[src/rtl/btn_debounce.sv]
// Push-button synchronizer and counter-based debouncer giving press/release pulses and a clean level.
// Define BTN_AUTOREPEAT_EN to add auto-repeat press pulses (flagged on repeat_o) while the button is held.
module btn_debounce #(
    parameter int unsigned SYNC_STAGES     = 3,
    parameter int unsigned DEBOUNCE_CYCLES = 500000,
    parameter int unsigned REPEAT_DELAY    = 25000000,
    parameter int unsigned REPEAT_PERIOD   = 5000000
) (
    input  logic clk50_i,
    input  logic rstn_i,
    input  logic btn_i,
    output logic press_o,
    output logic release_o,
    output logic pressed_o,
    output logic repeat_o
);

    localparam int unsigned CNT_W = $clog2(DEBOUNCE_CYCLES + 1);
    // Entering a WAIT state already counts as the first stable sample, so the
    // accept point is one count early; a single-cycle filter still needs one WAIT cycle.
    localparam logic [CNT_W-1:0] CNT_LAST =
        CNT_W'((DEBOUNCE_CYCLES > 1) ? DEBOUNCE_CYCLES - 1 : 1);

    typedef enum logic [1:0] {
        IDLE,
        PRESS_WAIT,
        PRESSED,
        RELEASE_WAIT
    } state_t;

    logic [SYNC_STAGES-1:0] sync_q, sync_d;
    logic                   s;
    state_t                 state_q, state_d;
    logic [CNT_W-1:0]       cnt_q, cnt_d;
    logic                   press_q, press_d;
    logic                   release_q, release_d;
    logic                   pressed_q, pressed_d;
    logic                   acc_press;

    assign sync_d = {sync_q[SYNC_STAGES-2:0], btn_i};
    assign s      = sync_q[SYNC_STAGES-1];

    always_comb begin
        state_d   = state_q;
        cnt_d     = cnt_q;
        acc_press = 1'b0;
        release_d = 1'b0;
        pressed_d = pressed_q;
        case (state_q)
            IDLE: begin
                if (s) begin
                    state_d = PRESS_WAIT;
                    cnt_d   = CNT_W'(1);
                end
            end
            PRESS_WAIT: begin
                if (!s) begin
                    state_d = IDLE;
                    cnt_d   = '0;
                end else if (cnt_q == CNT_LAST) begin
                    state_d   = PRESSED;
                    cnt_d     = '0;
                    acc_press = 1'b1;
                    pressed_d = 1'b1;
                end else begin
                    cnt_d = cnt_q + CNT_W'(1);
                end
            end
            PRESSED: begin
                if (!s) begin
                    state_d = RELEASE_WAIT;
                    cnt_d   = CNT_W'(1);
                end
            end
            RELEASE_WAIT: begin
                if (s) begin
                    state_d = PRESSED;
                    cnt_d   = '0;
                end else if (cnt_q == CNT_LAST) begin
                    state_d   = IDLE;
                    cnt_d     = '0;
                    release_d = 1'b1;
                    pressed_d = 1'b0;
                end else begin
                    cnt_d = cnt_q + CNT_W'(1);
                end
            end
            default: begin
                state_d = IDLE;
                cnt_d   = '0;
            end
        endcase
    end

`ifdef BTN_AUTOREPEAT_EN
    localparam int unsigned RPT_MAX = (REPEAT_DELAY > REPEAT_PERIOD) ? REPEAT_DELAY : REPEAT_PERIOD;
    localparam int unsigned RPT_W   = $clog2(RPT_MAX + 1);

    logic [RPT_W-1:0] rpt_q, rpt_d;
    logic             rpt_per_q, rpt_per_d;
    logic             repeat_q, repeat_d;
    logic [RPT_W-1:0] rpt_target;
    logic             rpt_fire;

    assign rpt_target = rpt_per_q ? RPT_W'(REPEAT_PERIOD) : RPT_W'(REPEAT_DELAY);

    // Timer only advances on cycles spent stably in PRESSED, so bounce in RELEASE_WAIT freezes it.
    always_comb begin
        rpt_d     = rpt_q;
        rpt_per_d = rpt_per_q;
        rpt_fire  = 1'b0;
        if (state_q == PRESSED && s) begin
            if (rpt_q + RPT_W'(1) == rpt_target) begin
                rpt_fire  = 1'b1;
                rpt_d     = '0;
                rpt_per_d = 1'b1;
            end else begin
                rpt_d = rpt_q + RPT_W'(1);
            end
        end
        if (acc_press || release_d) begin
            rpt_d     = '0;
            rpt_per_d = 1'b0;
        end
        press_d  = acc_press | rpt_fire;
        repeat_d = rpt_fire;
    end

    always_ff @(posedge clk50_i or negedge rstn_i) begin
        if (!rstn_i) begin
            rpt_q     <= '0;
            rpt_per_q <= 1'b0;
            repeat_q  <= 1'b0;
        end else begin
            rpt_q     <= rpt_d;
            rpt_per_q <= rpt_per_d;
            repeat_q  <= repeat_d;
        end
    end

    assign repeat_o = repeat_q;
`else
    assign press_d  = acc_press;
    assign repeat_o = 1'b0;
`endif

    always_ff @(posedge clk50_i or negedge rstn_i) begin
        if (!rstn_i) begin
            sync_q    <= '0;
            state_q   <= IDLE;
            cnt_q     <= '0;
            press_q   <= 1'b0;
            release_q <= 1'b0;
            pressed_q <= 1'b0;
        end else begin
            sync_q    <= sync_d;
            state_q   <= state_d;
            cnt_q     <= cnt_d;
            press_q   <= press_d;
            release_q <= release_d;
            pressed_q <= pressed_d;
        end
    end

    assign press_o   = press_q;
    assign release_o = release_q;
    assign pressed_o = pressed_q;

endmodule

[config.mk]
export PLATFORM = sky130hd
export DESIGN_NAME = btn_debounce
export DESIGN_NICKNAME = d
export VERILOG_FILES = /design/src/rtl/btn_debounce.sv
export SDC_FILE = /design/constraint.sdc
export NUM_CORES = 1
export LEC_CHECK = 0
export BUFFER_PORTS_ARGS = -buffer_cell sky130_fd_sc_hd__buf_2
export CAP_MARGIN = 20
export CELL_PAD_IN_SITES_DETAIL_PLACEMENT = 0
export CELL_PAD_IN_SITES_GLOBAL_PLACEMENT = 2
export CORE_ASPECT_RATIO = 1.25
export CORE_MARGIN = 4
export CORE_UTILIZATION = 41
export CTS_CLUSTER_DIAMETER = 150
export DETAILED_ROUTE_END_ITERATION = 16
export MAX_ROUTING_LAYER = met4
export PLACE_DENSITY = 0.92
export SLEW_MARGIN = 10
export SYNTH_ARGS = -nofsm -noshare
export SYNTH_HDL_FRONTEND = slang
export SYNTH_SLANG_ARGS = --single-unit
[constraint.sdc]
create_clock -name clk50_i -period 5.1 [get_ports clk50_i]
set_clock_uncertainty 0.05 [all_clocks]
set_input_delay 0.255 -clock clk50_i [delete_from_list [all_inputs] [get_ports clk50_i]]
set_output_delay 0.255 -clock clk50_i [all_outputs]
set_load 0.02 [all_outputs]
# After elaboration in Yosys (flattened, before gate mapping)
# Cells that the tools add are included.
word_totals:
  regBits: 27
  elab_cells: 47
classes:
  addsub: 1
  n_eq_ne: 12
  n_mux: 23
  n_reduce_logical: 5
ops:
  columns: ["cell", "n"]
  rows:
  - ["$mux W19", 5]
  - ["$pmux W19 S4", 1]
  - ["$add A19 B1 Y19 const B", 1]
  - ["$eq A19 B19 Y1 const B", 1]
  - ["$mux W2", 6]
  - ["$ne A2 B2 Y1 const B", 6]
  - ["$mux W1", 9]
  - ["$pmux W2 S4", 1]
  - ["$ne A3 B3 Y1 const B", 2]
  - ["$reduce_and A5 Y1", 1]
  - ["$eq A2 B2 Y1 const B", 2]
  - ["$reduce_and A4 Y1", 1]
  - ["$eq A2 B1 Y1 const B", 1]
  - ["$logic_not A2 Y1", 1]
  - ["$pmux W1 S2", 1]
  - ["$reduce_and A2 Y1", 1]
  - ["$reduce_bool A2 Y1", 1]

# Logic depth before layout (Yosys ltp)
# Gate-level depths: netlist of run 1.
logic_depth:
  ltp_word: 4
  ltp_mapped: 8

# Worst setup path before layout of run 1
# Ideal clock, no wire load.
synth_timing:
  path_kind: "register -> register"
  startpoint: "register cnt_q[7]"
  endpoint: "register cnt_q[17]"
  setup_time_ns: 0.121
  t_arrival_ns: 1.780
  slack_ns: 3.149
  path_stages_with_launch: 6
  n_path_buf: 1
  cell_sequence: "dfrtp_1 or4b_1 nor4_4 a21oi_2 buf_2 a22o_1"
synth_between:
  elab_chain_cells: 4
synth_lines:
  columns: ["element", "line", "text"]
  rows:
  - ["start: declaration", "34", "logic [CNT_W-1:0] cnt_q, cnt_d;"]
  - ["start signal: assignment", "158", "cnt_q <= cnt_d;"]
  - ["$add A19 B1 Y19 or $eq A19 B19 Y1 (tied branches)", null, null]
  - ["$mux W19 *", "60, 79", null]
  - ["$mux W19, on equally long branches", "76, 57", null]
  - ["$pmux W19 S4 *", "49", "case (state_q)"]
# Every way passes the cells marked *; elsewhere a longest branch is shown, timed or not.
# A chain may end at the register's enable or synchronous reset.

# Final worst setup path of run 1
layout_timing:
  startpoint: "register cnt_q[0]"
  endpoint: "register cnt_q[3]"
# Same word-level chain as after synthesis.

==> summary.txt, run 1 <==
Hold path
  – HP Start: btn_i
  – HP Class: in -> reg
  – Hold depth: 1

Layout
  – Final core utilization: 0.462
  – Layout cell share with drive strength beyond 1: 0.100
  – # diodes: 0
  – Area grow syn2layout: 8.29%
  – Layout net count: 155
  – FF/Latch Area: 676 µm²
  – Final instance area: 0.00149 mm²
  – Fill cells: 315
  – Multi-input gate area: 629 µm²

Placed design
  – Port-buffer cells: 5
  – Dpl ws: 2.38 ns
  – GP Congestion: 0.822
  – Hpwl dp: 1910 µm
  – Placed instance area: 0.00141 mm²

Global route
  – Total GRT Usage: 0.151
  – GRT Residual Overflow: 0
  – Vias in the first global route: 1049
  – Initial antenna violation count: 0
  – Largest net degree at the start of global routing: 28
  – First-pass GRT wire length: 4870 µm

Routing
  – DR iter-0 viols: 32
  – Drt via density: 5.76
  – DRC Markers: 0
  – Final antenna-violating net count: 0
  – Drt total wl: 2770 µm
  – Wirelength per Cell: 14.8 µm
  – Via count: 1078
  – Drt pass-1 iters: 4

Worst setup path
  – CP delay by family, top: simple AND/OR/NAND/NOR gates
  – CP Capture Point: cnt_q[3]
  – WP buf/inv: 1
  – Reg2reg end: cnt_q[3]
  – CP Class: reg -> reg
  – Internal reg-to-reg setup slack: 2.47 ns
  – Critical Path Source: cnt_q[0]
  – Startpoint Class: flop
  – Largest stage delay, worst path: 0.87 ns
  – Req. time, crit path: 5.22 ns
  – Crit path DAT: 2.75 ns
  – CP Capture Type: flop
  – Sequence of cells on the critical path: ha_1 > nand2_1 > nor4bb_1 > a21oi_2 > buf_8 > a21o_1 > a22o_1
  – Critical path peak fanout: 23
  – Levels on crit path: 7
  – FF-to-FF Start: cnt_q[0]
  – Crit path max-delay cell type: nor4bb_1
  – Reg2Reg Depth: 7

Synth
  – Mean Syn Cell Area: 9.47 µm²
  – Sequential share of the synthesized area: 0.492
  – Top-area cell type share of the netlist area: 0.492
  – Cell Area, Synth: 0.00137 mm²
  – Synthesized instance count: 145
  – Netlist cell types: 35
  – Yosys top cell by area: dfrtp_1
  – Yosys warns: 0
  – Seq cells post-synth: 27
  – Dominant cells by area after synthesis: dfrtp_1, a21oi_1, o21ai_0, nand4_1, nand3_1
  – Post-Syn Nets: 149

Pwr
  – P_sw: 91.6 µW
  – Combinational share of power: 0.071
  – IR drop worst, VDD: 0.210 mV
  – Total power divided by cell area: 252 mW/mm²
  – Sw Ratio: 0.244
  – Part of the power in the clock network: 0.334
  – Power Internal: 283 µW
  – Leakage power: 0.000612 µW
  – Sequential cell fraction of total power: 0.595

Die
  – Core ar.: 0.00322 mm²
  – Core Rows: 23
  – Initial Util: 0.426
  – DIE WIDTH: 59.8 µm
  – Total Die Area: 0.00435 mm²
  – # IOs: 7
  – Die height: 72.7 µm

Timing
  – Tmin final: 2.63 ns
  – Slew @ Worst Pin: 1.02 ns
  – Final Cycle Share: 0.515
  – Setup TNS: 0 ns
  – Final hold vios: 0
  – Final setup margin: 2.47 ns
  – Fin. max-slew vios: 0
  – Fmax: 0.381 GHz
  – Setup violators final: 0
  – RSZ-0062 raised after global routing: no
  – Relative slew slack: 0.311

Clock tree
  – Clock Pin Slew Worst Setup and Hold Paths: 0.10 ns
  – Clock Latency Late Sink: 0.28 ns
  – Clock sink total: 27
  – Setup bufs post-CTS: 0
  – CTS tree: yes
  – Clock Root Buffer: clkbuf_8
  – Htree depth: 1
  – Bufs on Longest Clock Path: 2
  – CTS Buf Count: 3

Run
  – MaxCap Viol Count: 0

Status
  – Outcome: complete, no violations
==> registers in the layout (all words and copies together), names as in the netlist, named ones only <==
signal and flops:
state_q 1, press_o 1, pressed_o 1, cnt_q 19
release_o 1, sync_q 3
==> layout by cell type (no fill, tap or decap), types with 2 or more instances in the layout <==
master	n
nand3_1	12
a22o_1	4
mux2i_1	3
nor4_1	3
nor2_1	8
dfrtp_1	27
and2_1	3
buf_2	5
o21ai_0	13
or3_1	2
clkbuf_8	3
inv_1	8
xor2_1	2
a21oi_1	13
nand4_1	10
a21o_1	2
a211oi_1	3
nand2_1	9
nor3_1	2
==> worst register-to-register path: stages, from the launching register on <==
cell      delay (ns)
dfrtp_1         0.43
ha_1            0.24
nand2_1         0.09
nor4bb_1        0.87
a21oi_2         0.25
buf_8           0.25
a21o_1          0.16
a22o_1          0.18
==> cell usage after synthesis <==
master / instances
or3_1: 2
nand3_1: 12
buf_6: 1
a211oi_1: 3
inv_1: 8
or4b_1: 1
nor4_4: 1
o22a_1: 1
and3_1: 1
and2_1: 3
clkbuf_1: 4
o21a_1: 1
mux2_2: 1
xor2_1: 2
xnor2_1: 1
o22ai_1: 1
dfrtp_1: 27
a21oi_1: 13
buf_2: 1
nor2_1: 8
nor3b_1: 1
nand2_1: 9
a22o_1: 4
mux2i_1: 3
o21ai_0: 13
nor4_1: 3
nand3_2: 1
a21oi_2: 1
nor3_1: 2
ha_1: 1
a21o_1: 2
buf_4: 1
nor4bb_1: 1
conb_1: 1
nand4_1: 10
==> power by group through the flow <==
| stage | Combinational [µW] | Clock (µW) | Sequential [µW] |
|---|---|---|---|
| 6_report | 26.6 | 125 | 223 |
| 5_1_grt | 30.8 | 141 | 224 |
| 4_1_cts | 25.3 | 129 | 223 |
| 3_5_place_dp | 24.7 | 0 | 227 |
| 3_3_place_gp | 24.0 | 0 | 227 |
| 2_1_floorplan | 17.5 | 0 | 226 |
==> cells by family after synthesis <==
family	Yosys count	synth area share
XOR/XNOR	3	0.0191
adder cells (fa/ha/maj)	1	0.00911
AND/OR/NAND/NOR	55	0.227
other	1	0.00273
AO/OA/AOI/OAI	39	0.170
flip-flops	27	0.492
buffers and inverters	15	0.0501
multiplexers	4	0.0301
==> area by class of cell <==
cell class / instances / share of cell area
clock buffer: 3 / 0.0278
clock inverter: 1 / 0.00505
inverter: 8 / 0.0202
multi-input combinational: 103 / 0.423
sequential: 27 / 0.454
tap: 37 / 0.0311
timing repair buffer: 8 / 0.0387
==> repair_timing <==
action                                 CTS  global route
endpoints found under the hold margin   27             0
hold buffers                             1             0
setup endpoints to repair                0             0
gates resized for setup                  0             0
==> through the flow <==
stage	hold slack (ns)	cells	power, µW
floorplan	-0.0906	145	244
global placement	0.243	180	251
detailed placement	0.251	180	252
CTS	0.0222	185	378
global route	0.0239	187	396
finish	0.0236	187	375
==> how the worst min path moves through the flow <==
stage	endpoint
6_report	sync_q[0]
5_1_grt	sync_q[0]
4_1_cts	sync_q[0]
3_5_place_dp	cnt_q[18]
3_3_place_gp	cnt_q[7]
2_1_floorplan	asynchronous set/reset pin
==> metal layers <==
layer / wire length, µm / global-route usage / vias up
li1: - / - / 536
met1: 1300 / 0.202 / 518
met2: 1350 / 0.225 / 19
met3: 72 / 0.0230 / 5
met4: 44 / 0.0665 / 0
met5: 0 / - / -
(Power assumes the default switching activity.)
==> run 2: changes to the inputs <==
ABC_AREA = 1   (was unset)
CORE_UTILIZATION = 35   (was 41)
PLACE_DENSITY = 0.87   (was 0.92)
clock period = 2.7 ns   (was 5.1 ns; I/O delays follow)
==> run 2 against run 1 <==
Effect of this change: synthesized cell count is 51% higher; hold slack improved by 0.30 ns; register-to-register slack worse by 1.4 ns; sequential power rose by 88%; maximum frequency is 61% higher; wire length up 35%; combinational power up 60%; first-iteration DRC count rose by 140%; global-route usage shrank 0.34 points; setup slack got worse by 1.4 ns; critical path depth is the same; critical path type unchanged; largest cell class is now multi-input combinational cells; largest power group unchanged.
==> summary.txt, run 2 <==
Status
  – Outcome: complete, no violations

Hold path
  – HP Class: reg -> reg
  – Hold Path End: sync_q[2]
  – Hold depth: 0 (-1)
  – HP Start: sync_q[1]

Die
  – Core Rows: 27 (+17%)
  – Initial Util: 0.366 (-0.0598)
  – Core ar.: 0.00446 mm² (+38%)
  – Total Die Area: 0.00583 mm² (+34%)
  – Die height: 84.4 µm (+16%)
  – # IOs: 7 (unchanged)
  – DIE WIDTH: 69.1 µm (+16%)

Synth
  – Sequential share of the synthesized area: 0.413 (-0.0783)
  – Synthesized instance count: 219 (+51%)
  – Compound-cell area share of the yosys netlist: 0.0636 (-0.107)
  – Mux cell area share after synthesis: 0 (-0.0301)
  – Top cells by count, synth: nand2_1, dfrtp_1, inv_1
  – Main combinational cell family by area after synthesis: simple AND/OR/NAND/NOR gates
  – Number of enable flip-flop cells after synthesis: 0 (unchanged)
  – Yosys warns: 0 (unchanged)
  – Most common cell in the netlist: nand2_1
  – Dominant cells by area after synthesis: dfrtp_1, nand2_1, inv_1, nor2_1, nand4_1
  – Cell Area, Synth: 0.00163 mm² (+19%)
  – Synth Area in Simple Gates: 0.413 (+0.187)
  – Adder-Cell Fraction of Synth Area: 0.00766 (-0.00145)
  – Synth Area in XOR/XNOR: 0.0214 (+0.00231)
  – Mean Syn Cell Area: 7.46 µm² (-21%)
  – Synth Flop Type: dfrtp_1
  – Post-Syn Nets: 223 (+50%)
  – Seq cells post-synth: 27 (unchanged)
  – Netlist cell types: 30 (-14%)
  – Top-area cell type share of the netlist area: 0.413 (-0.0783)
  – Yosys top cell by area: dfrtp_1
  – Synth async-reset ratio: 1.00 (unchanged)

Global route
  – Vias in the first global route: 1452 (+38%)
  – GRT Residual Overflow: 0 (unchanged)
  – First-pass GRT wire length: 6830 µm (+40%)
  – Total GRT Usage: 0.148 (-0.00337)
  – Initial antenna violation count: 0 (unchanged)
  – Largest net degree at the start of global routing: 28 (unchanged)

Pwr
  – Sw Ratio: 0.245 (+0.000655)
  – Sequential cell fraction of total power: 0.601 (+0.006)
  – Total Power: 698 µW (+86%)
  – Total power divided by cell area: 398 mW/mm² (+58%)
  – P_sw: 171 µW (+87%)
  – Power Internal: 527 µW (+86%)
  – Part of the power in the clock network: 0.338 (+0.004)
  – Combinational share of power: 0.061 (-0.010)
  – Leakage power: 0.000833 µW (+36%)
  – IR drop worst, VDD: 0.140 mV (-33%)

Worst setup path
  – Req. time, crit path: 2.83 ns (-2.39 ns)
  – CP Capture Type: flop
  – Reg2reg end: cnt_q[8]
  – Reg2Reg Depth: 7 (unchanged)
  – Internal reg-to-reg setup slack: 1.07 ns (-1.40 ns)
  – FF-to-FF Start: cnt_q[0]
  – Startpoint Class: flop
  – Crit path DAT: 1.76 ns (-0.99 ns)
  – CP Class: reg -> reg
  – Critical path peak fanout: 3 (-87%)

Clock tree
  – Htree depth: 1 (unchanged)
  – Clock Pin Slew Worst Setup and Hold Paths: 0.10 ns (about the same)
  – Bufs on Longest Clock Path: 2 (unchanged)
  – CTS Buf Count: 3 (unchanged)
  – Clock sink total: 27 (unchanged)
  – Clock Root Buffer: clkbuf_8
  – Clock Latency Late Sink: 0.28 ns (about the same)
  – Setup bufs post-CTS: 0 (unchanged)
  – CTS tree: yes
  – # resized after CTS: 0 (unchanged)

Placed design
  – Hpwl dp: 2820 µm (+48%)
  – Placed insts: 275 (+53%)
  – GP Congestion: 0.809 (-1.5%)
  – Placed instance area: 0.00169 mm² (+20%)
  – Port-buffer cells: 5 (unchanged)

Layout
  – Final Instance Count excl. Fillers: 281 (+50%)
  – Final instance area: 0.00175 mm² (+18%)
  – Layout cell share with drive strength beyond 1: 0.135 (+0.0345)
  – Layout net count: 228 (+47%)
  – Max FFs per register: 19 (unchanged)
  – # diodes: 0 (unchanged)
  – Largest reg by FF count: cnt_q
  – Top flop regs: cnt_q: 19 flops, sync_q: 3 flops
  – Most common cell after layout, fill and taps aside: nand2_1
  – Area grow syn2layout: 7.27%
  – Commonest cells after routing, fill and taps aside: nand2_1, dfrtp_1, inv_1

Routing
  – Drt total wl: 3740 µm (+35%)
  – Via count: 1377 (+28%)
  – DR iter-0 viols: 76 (+140%)
  – Drt pass-1 iters: 4 (unchanged)
  – DRC Markers: 0 (unchanged)
  – Final antenna-violating net count: 0 (unchanged)
  – Drt via density: 4.90 (-15%)
  – Wirelength per Cell: 13.3 µm (-10%)

Timing
  – Fin. max-slew vios: 0 (unchanged)
  – Setup violators final: 0 (unchanged)
  – Fmax: 0.615 GHz (+61%)
  – Final Cycle Share: 0.603 (+0.0879)
  – Tmin final: 1.63 ns (-0.998 ns)
  – Relative slew slack: 0.511 (+0.200)
  – Final hold vios: 0 (unchanged)
  – Slew @ Worst Pin: 0.733 ns (-0.287 ns)
  – RSZ-0062 raised after global routing: no
  – Setup TNS: 0 ns (unchanged)

Run
  – MaxCap Viol Count: 0 (unchanged)
==> run 2: logic make-up (layout without fill, tap and decap cells) <==
kind of cell / count (synthesis) / in the layout
flip-flops: 27 / 27
AND/OR/NAND/NOR: 138 / 138
adder cells (fa/ha/maj): 1 / 1
buffers and inverters: 29 / 33
AO/OA/AOI/OAI: 19 / 19
other: 1 / 1
XOR/XNOR: 4 / 4
==> run 2: area by class of cell <==
cell class | count | area (µm²)
Fill cell | 481 | 2710
Multi-Input combinational cell | 163 | 831
Sequential cell | 27 | 676
Inverter | 22 | 82.6
Tap cell | 58 | 72.6
Timing Repair Buffer | 7 | 45.0
Clock buffer | 3 | 41.3
Clock inverter | 1 | 5.00
==> run 2: power by group through the flow <==
stage	logic [µW]	clock network, µW	registers [µW]
4_1_cts	45.0	247	420
3_5_place_dp	42.8	0	428
5_1_grt	50.7	265	422
3_3_place_gp	42.3	0	427
2_1_floorplan	28.0	0	425
6_report	42.6	236	420
==> run 2: timing repair <==
item	4_1_cts	5_1_grt
setup endpoints to repair	0	0
hold buffers	2	0
hold endpoints to repair	28	0
==> run 2: metal layers <==
| layer | GRT usage | wire length [µm] | vias to the layer above |
|---|---|---|---|
| met5 | - | 0 | - |
| li1 | - | - | 698 |
| met4 | 0.0693 | 114 | 0 |
| met1 | 0.174 | 1630 | 649 |
| met3 | 0.0180 | 97 | 10 |
| met2 | 0.249 | 1900 | 20 |
==> run 2: stage by stage <==
| stage | hold slack (ns) | setup slack (ns) | util |
|---|---|---|---|
| floorplan | -0.211 | 1.20 | - |
| global placement | 0.140 | 1.09 | 0.378 |
| detailed placement | 0.149 | 1.07 | 0.378 |
| CTS | 0.330 | 1.05 | 0.393 |
| global route | 0.333 | 0.880 | 0.393 |
| finish | 0.323 | 1.07 | 0.393 |
==> run 2: worst max-delay path by stage <==
stage | from | end | depth (start not counted)
final | cnt_q[0] | cnt_q[8] | 7
after global routing | flop | cnt_q[7] | 9
after CTS | cnt_q[0] | cnt_q[6] | 6
after detailed placement | cnt_q[0] | cnt_q[8] | 7
after global placement | sync_q[2] | cnt_q[9] | 6
after floorplan | cnt_q[0] | cnt_q[8] | 7
==> run 2: critical path, cell delays in order, from the launching register on <==
cell,delay (ns)
dfrtp_1,0.42
ha_1,0.25
nand2_2,0.14
nor2_1,0.08
and2_1,0.18
or2_2,0.27
nand3_1,0.09
nand2_1,0.05
